[src/rtl/multicycle_control.sv]
// multicycle_control
// Multi-cycle control sequencer for the RISC core. Latches the opcode on the
// fetch handshake and steps FETCH/DECODE/EXEC/MEM/WB. In each state it drives
// the datapath selects and write strobes, and it stalls in MEM on data-memory
// wait. HALT, illegal opcodes and memory timeouts are trapped in terminal
// states that hold until reset.
module multicycle_control #(
    parameter int unsigned OPCODE_W    = 6,
    parameter int unsigned ALU_CNT_W   = 2,
    parameter int unsigned MEM_TIMEOUT = 15,
    parameter int unsigned RET_W       = 16
) (
    input  logic                 clk,
    input  logic                 rst_n,
    input  logic                 instr_valid,
    input  logic [OPCODE_W-1:0]  opcode,
    input  logic                 zero,
    input  logic                 mem_ready,
    output logic                 instr_ready,
    output logic                 ir_wen,
    output logic                 pc_wen,
    output logic [1:0]           pc_cnt,
    output logic                 reg_src,
    output logic                 reg_wen,
    output logic                 alu_src,
    output logic                 check_immed,
    output logic                 w_src,
    output logic                 mem_ren,
    output logic                 mem_wen,
    output logic [ALU_CNT_W-1:0] alu_cnt,
    output logic                 halted,
    output logic [1:0]           fault,
    output logic [RET_W-1:0]     retired
);

    localparam int unsigned TMO_W = $clog2(MEM_TIMEOUT + 1);

    typedef enum logic [2:0] {
        S_IDLE,
        S_FETCH,
        S_DECODE,
        S_EXEC,
        S_MEM,
        S_WB,
        S_HALT,
        S_ERR
    } state_t;

    typedef enum logic [2:0] {
        C_RALU   = 3'b000,
        C_IALU   = 3'b001,
        C_LOAD   = 3'b010,
        C_STORE  = 3'b011,
        C_BRANCH = 3'b100,
        C_JUMP   = 3'b101,
        C_HALT   = 3'b110,
        C_ILLEGAL= 3'b111
    } class_t;

    localparam logic [1:0] PC_INC  = 2'b00;
    localparam logic [1:0] PC_BR   = 2'b01;
    localparam logic [1:0] PC_JMP  = 2'b10;
    localparam logic [1:0] PC_HOLD = 2'b11;

    localparam logic [1:0] F_NONE    = 2'b00;
    localparam logic [1:0] F_ILLEGAL = 2'b01;
    localparam logic [1:0] F_TIMEOUT = 2'b10;

    state_t                r_state;
    logic [OPCODE_W-1:0]   r_opcode;
    logic [TMO_W-1:0]      r_tmo_cnt;
    logic [RET_W-1:0]      r_retired;
    logic [1:0]            r_fault;
    logic                  r_halted;

    state_t                w_next;
    class_t                w_class;
    logic [ALU_CNT_W-1:0]  w_func;
    logic                  w_imm_class;
    logic                  w_retire;
    logic                  w_halt_set;
    logic [1:0]            w_fault_set;
    logic                  w_tmo_clr;
    logic                  w_tmo_inc;
    logic                  w_unused_opcode;

    assign w_class     = class_t'(r_opcode[OPCODE_W-1 -: 3]);
    assign w_func      = r_opcode[ALU_CNT_W-1:0];
    assign w_imm_class = (w_class == C_IALU) || (w_class == C_LOAD) || (w_class == C_STORE);

    // Opcode bits between the function and class fields are carried but not decoded.
    assign w_unused_opcode = ^r_opcode;

    assign halted  = r_halted;
    assign fault   = r_fault;
    assign retired = r_retired;

    // State register; reset returns to IDLE, so strobes drop with rst_n.
    always_ff @(posedge clk or negedge rst_n) begin
        if (!rst_n) begin
            r_state <= S_IDLE;
        end else begin
            r_state <= w_next;
        end
    end

    // Opcode latch, MEM timeout counter, retire counter and sticky trap flags.
    always_ff @(posedge clk or negedge rst_n) begin
        if (!rst_n) begin
            r_opcode  <= '0;
            r_tmo_cnt <= '0;
            r_retired <= '0;
            r_fault   <= F_NONE;
            r_halted  <= 1'b0;
        end else begin
            if (ir_wen) begin
                r_opcode <= opcode;
            end
            if (w_tmo_clr) begin
                r_tmo_cnt <= '0;
            end else if (w_tmo_inc) begin
                r_tmo_cnt <= r_tmo_cnt + TMO_W'(1);
            end
            if (w_retire) begin
                r_retired <= r_retired + RET_W'(1);
            end
            if (w_fault_set != F_NONE) begin
                r_fault <= w_fault_set;
            end
            if (w_halt_set) begin
                r_halted <= 1'b1;
            end
        end
    end

    // Next-state, per-state datapath selects and write strobes.
    always_comb begin
        w_next      = r_state;
        w_retire    = 1'b0;
        w_halt_set  = 1'b0;
        w_fault_set = F_NONE;
        w_tmo_clr   = 1'b0;
        w_tmo_inc   = 1'b0;
        instr_ready = 1'b0;
        ir_wen      = 1'b0;
        pc_wen      = 1'b0;
        pc_cnt      = PC_HOLD;
        reg_src     = 1'b0;
        reg_wen     = 1'b0;
        alu_src     = 1'b0;
        check_immed = 1'b0;
        w_src       = 1'b0;
        mem_ren     = 1'b0;
        mem_wen     = 1'b0;
        alu_cnt     = '0;

        case (r_state)
            S_IDLE: begin
                w_next = S_FETCH;
            end

            S_FETCH: begin
                instr_ready = 1'b1;
                ir_wen      = instr_valid;
                if (instr_valid) begin
                    pc_wen = 1'b1;
                    pc_cnt = PC_INC;
                    w_next = S_DECODE;
                end
            end

            S_DECODE: begin
                if (w_class == C_ILLEGAL) begin
                    w_next      = S_ERR;
                    w_fault_set = F_ILLEGAL;
                end else if (w_class == C_HALT) begin
                    w_next     = S_HALT;
                    w_halt_set = 1'b1;
                    w_retire   = 1'b1;
                end else begin
                    w_next = S_EXEC;
                end
            end

            S_EXEC: begin
                alu_cnt     = w_func;
                alu_src     = w_imm_class;
                check_immed = w_imm_class;
                case (w_class)
                    C_RALU, C_IALU: begin
                        w_next = S_WB;
                    end
                    C_LOAD, C_STORE: begin
                        w_next    = S_MEM;
                        w_tmo_clr = 1'b1;
                    end
                    C_BRANCH: begin
                        if (zero) begin
                            pc_wen = 1'b1;
                            pc_cnt = PC_BR;
                        end
                        w_next   = S_FETCH;
                        w_retire = 1'b1;
                    end
                    C_JUMP: begin
                        pc_wen   = 1'b1;
                        pc_cnt   = PC_JMP;
                        w_next   = S_FETCH;
                        w_retire = 1'b1;
                    end
                    default: begin
                        // HALT/illegal never reach EXEC; trap defensively.
                        w_next      = S_ERR;
                        w_fault_set = F_ILLEGAL;
                    end
                endcase
            end

            S_MEM: begin
                mem_ren = (w_class == C_LOAD);
                mem_wen = (w_class == C_STORE);
                // A ready arriving on the last permitted wait cycle completes normally.
                if (mem_ready) begin
                    if (w_class == C_LOAD) begin
                        w_next = S_WB;
                    end else begin
                        w_next   = S_FETCH;
                        w_retire = 1'b1;
                    end
                end else if (r_tmo_cnt == TMO_W'(MEM_TIMEOUT)) begin
                    w_next      = S_ERR;
                    w_fault_set = F_TIMEOUT;
                end else begin
                    w_tmo_inc = 1'b1;
                end
            end

            S_WB: begin
                reg_wen  = 1'b1;
                reg_src  = (w_class == C_IALU) || (w_class == C_LOAD);
                w_src    = (w_class == C_LOAD);
                w_next   = S_FETCH;
                w_retire = 1'b1;
            end

            S_HALT, S_ERR: begin
                w_next = r_state;
            end

            default: begin
                w_next = S_IDLE;
            end
        endcase
    end

endmodule
[config.mk]
export PLATFORM = sky130hd
export DESIGN_NAME = multicycle_control
export DESIGN_NICKNAME = d
export VERILOG_FILES = /design/src/rtl/multicycle_control.sv
export SDC_FILE = /design/constraint.sdc
export NUM_CORES = 1
export LEC_CHECK = 0
export CAP_MARGIN = 20
export CORE_UTILIZATION = 44
export CTS_CLUSTER_DIAMETER = 40
export CTS_CLUSTER_SIZE = 25
export DETAILED_ROUTE_END_ITERATION = 10
export HOLD_SLACK_MARGIN = 0.15
export PLACE_DENSITY_LB_ADDON = 0.25
export SLEW_MARGIN = 20
export SYNTH_ARGS = -nofsm -noshare
export SYNTH_HDL_FRONTEND = slang
export SYNTH_SLANG_ARGS = --single-unit
export TNS_END_PERCENT = 10
[constraint.sdc]
create_clock -name clk -period 2.2 [get_ports clk]
set_input_delay 0.55 -clock clk [delete_from_list [all_inputs] [get_ports clk]]
set_output_delay 0.55 -clock clk [all_outputs]
set_load 0.01 [all_outputs]
==> impl_metrics.tcl <==
set metrics [dict create \
    critical_path_cell_count 5 \
    grt.busiest_layer "met2" \
    worst-setup-path-type "flop to output port" \
    hold-path-endpoint "retired[15]" \
    critical_path_peak_fanout 5 \
    global_route.usage.met3_pct 5.00 \
    tightestPinTransition_ns 0.448 \
    detailedPlace.worstSlack_ns -0.338 \
    sequential_element_share_of_the_synthesized_area_pct 42.8 \
    min_delay_path_depth 1 \
    1st_pass_router_iterations 4 \
    final-max-slew-violation-count 0 \
    worst-path-buf-inv 3 \
    via_count_of_the_first_global_routing_pass 1613 \
    antenna_cells_inserted 0 \
    synthToLayoutAreaGrowth_pct 39.3 \
    route.vias.total 1589 \
    grt_pass1_wl_um 7060 \
    cts_inserted_buffers 5 \
    switching_portion_of_total_power_pct 38.5 \
    number_of_antenna_violations_at_the_first_check_in_global_routing 0 \
    layout-drive-gt1-share_pct 23.9 \
    crit_required_ns 1.65 \
    total_switching_power_mw 1.07 \
    clockRootBuffer "clkbuf_8" \
    worst_r2r_path_depth 7 \
    peakVddDrop_mv 0.675 \
    max_slew_margin_pct 70.0 \
    setup_viol_count_final 0 \
    postCtsHoldBufs 0 \
    cts.sinks 31 \
    fp.dieH_um 66.2 \
    initial_utilization_pct 47.8 \
    finalWorstSetupSlack_ns 0.0166 \
    clock_tree.htree_level_count 2 \
    ctsLongestPathBuffers 2 \
    reg2reg_setup_slack_ns 0.12 \
    postSynthAreaPerCell_um2 10.3 \
    crit-reg2reg-launch "r_state[2]" \
    yosys_register_bits 31 \
    synth_top_cell_by_area "dfrtp_1" \
    global_route.usage.met2_pct 38.9 \
    postSynth.asyncResetShare_pct 100 \
    fin_skew_ns 0.00420 \
    crit_chain "buf_6, buf_4, nand2b_1, nor4_1, dlygate4sd2_1" \
    tritoncts "yes" \
    synth_area_leaders "dfrtp_1 (43%), xnor2_1 (7.7%), mux2_2 (3.1%)" \
    wirelength_um 4210 \
    worst-endpoint-arrival_ns 1.63 \
    drtIter0Drc 68 \
    via_count_normalized_by_instance_count 5.46 \
    status "finished, final reports clean" \
    clock_power_share_pct 14.4 \
    endpoint_kind "output port" \
    die-width_um 66.2 \
    gr-usage-all-layers_pct 21.3 \
    worst_path_dominant_cell_family "buffers and inverters" \
    wl_per_cell_um 14.5 \
    routabilityCongestion 0.858 \
    max_freq_mhz 458 \
    global_route.overflow_total 0 \
    portBuffers 42 \
    floorplan.core_area_um2 3800 \
    rsz0062_at_grt "true" \
    seqPwrFrac_pct 30.7 \
    intPower_mw 1.71 \
    tns_ns 0 \
    postSynthNetCount 191 \
    num_rows 22 \
    grt_max_degree 32 \
    min-delay-start "retired[15]" \
    met1_usage_pct 24.3 \
    ios 44 \
    place.detailed.hpwl_um 3200 \
    power.combinational.fraction_pct 54.9 \
    synth-edff-count 0 \
    die_area_um2 4380 \
    synth_commonest_cells "dfrtp_1 (31), xnor2_1 (16), nor2_1 (14)" \
    clkSlewWorstSetupHoldPaths_ns 0.06 \
    p_per_area_nw_per_um2 1100 \
    drc 0 \
    r2r-end "retired[1]" \
    ant_nets 0 \
    synthDominantCellAreaShare_pct 42.8 \
    fin_nets 259 \
    post_synth_instance_area_um2 1810 \
    period_minus_slack_ns 2.18 \
    critPathSlowestCell "dfrtp_1" \
    yosys_warnings 0 \
    timing.critical_path.slowest_cell_delay_ns 0.42 \
    insertion_delay_ns 0.27 \
    power.static_leakage_nw 1.10 \
    ys_types 49 \
    finalHoldViolations 0 \
    hold_class "flop to flop" \
    ratio_of_final_minimum_period_to_clock_period_pct 99.2 \
    maxCapViolations 0 \
    postSynthCellCount 176 \
    synth-main-ff-cell "dfrtp_1" \
    critPathLaunchType "flop" \
    synthMostInstantiatedCell "dfrtp_1" \
]
[final cells by class]
class | count | area [um2]
clock buffers | 6 | 72.6
fillers | 306 | 1270
inverters | 5 | 18.8
multi-input cells | 132 | 992
flip-flops and latches | 31 | 776
well taps | 48 | 60.1
repair buffers | 69 | 608
[what timing repair did]
item	4_1_cts	5_1_grt
setup endpoints to repair	14	11
pin swaps	0	4
resized for setup	16	16
buffers inserted	0	1
[through the flow]
stage	util (%)	cell area, um2	cells	hold WS [ns]	power [mW]
3_5_place_dp	63.9	2430	284	0.465	2.36
6_report	66.5	2530	291	0.473	2.78
3_3_place_gp	63.9	2430	284	0.464	2.31
5_1_grt	66.5	2530	291	0.488	2.98
2_1_floorplan	-	1810	176	0.254	1.73
4_1_cts	65.7	2500	290	0.476	2.75
[worst register-to-register path: cells and delay by family, from the launching register on]
kind / cells / cell delay [ns]
and+or+nand+nor: 2 / 0.44
adders and majority gates: 1 / 0.30
buffers and inverters: 2 / 0.21
muxes: 1 / 0.32
AOI/OAI and AO/OA: 1 / 0.29
DFF: 1 / 0.42
[state kept, by name, indices dropped and copies added, names as in the netlist]
name / count
r_tmo_cnt: 4
retired: 16
fault: 2
r_state: 3
r_opcode: 5
halted: 1
[layer usage]
metal,vias to the layer above,wire [um]
met3,9,162
met2,40,2130
met5,-,0
li1,759,-
met4,0,80
met1,781,1830
[worst max path at each step]
stage,end,slack (ns),from
finish,mem_wen,0.02,r_state[2]
global route,mem_wen,-0.1,r_state[2]
CTS,pc_wen,-0.25,r_state[1]
detailed placement,pc_wen,-0.34,instr_valid
global placement,pc_wen,-0.31,instr_valid
floorplan,retired[1],0.09,r_state[2]
[cells by family (layout without fill, tap and decap cells)]
family | after synthesis | in the layout | synth area share [%]
simple gates | 69 | 69 | 23.0
flops | 31 | 31 | 42.8
xor+xnor | 19 | 19 | 9.17
buf+inv | 13 | 80 | 4.41
mux | 6 | 6 | 3.72
fa+ha+maj | 4 | 4 | 2.76
compound gates | 34 | 34 | 14.1
[cell usage in the layout, fill, tap and decap left out, drive strengths merged, types with 6 or more instances in the layout]
cell type,n
o21ai,7
mux2,6
nor3,7
nor2,14
clkbuf,9
clkdlybuf4s50,28
nand2b,6
dlygate4sd2,7
xnor2,16
nand3,9
nand2,12
buf,27
a21oi,8
dfrtp,31
[power by group through the flow]
stage                     registers [mW]  logic (mW)  clock network [mW]
final                              0.854        1.53               0.401
after global routing               0.875        1.67               0.442
after CTS                          0.849        1.49               0.415
after detailed placement           0.854        1.51                   0
after global placement             0.849        1.47                   0
after floorplan                    0.856       0.878                   0
(Power assumes the default switching activity.)
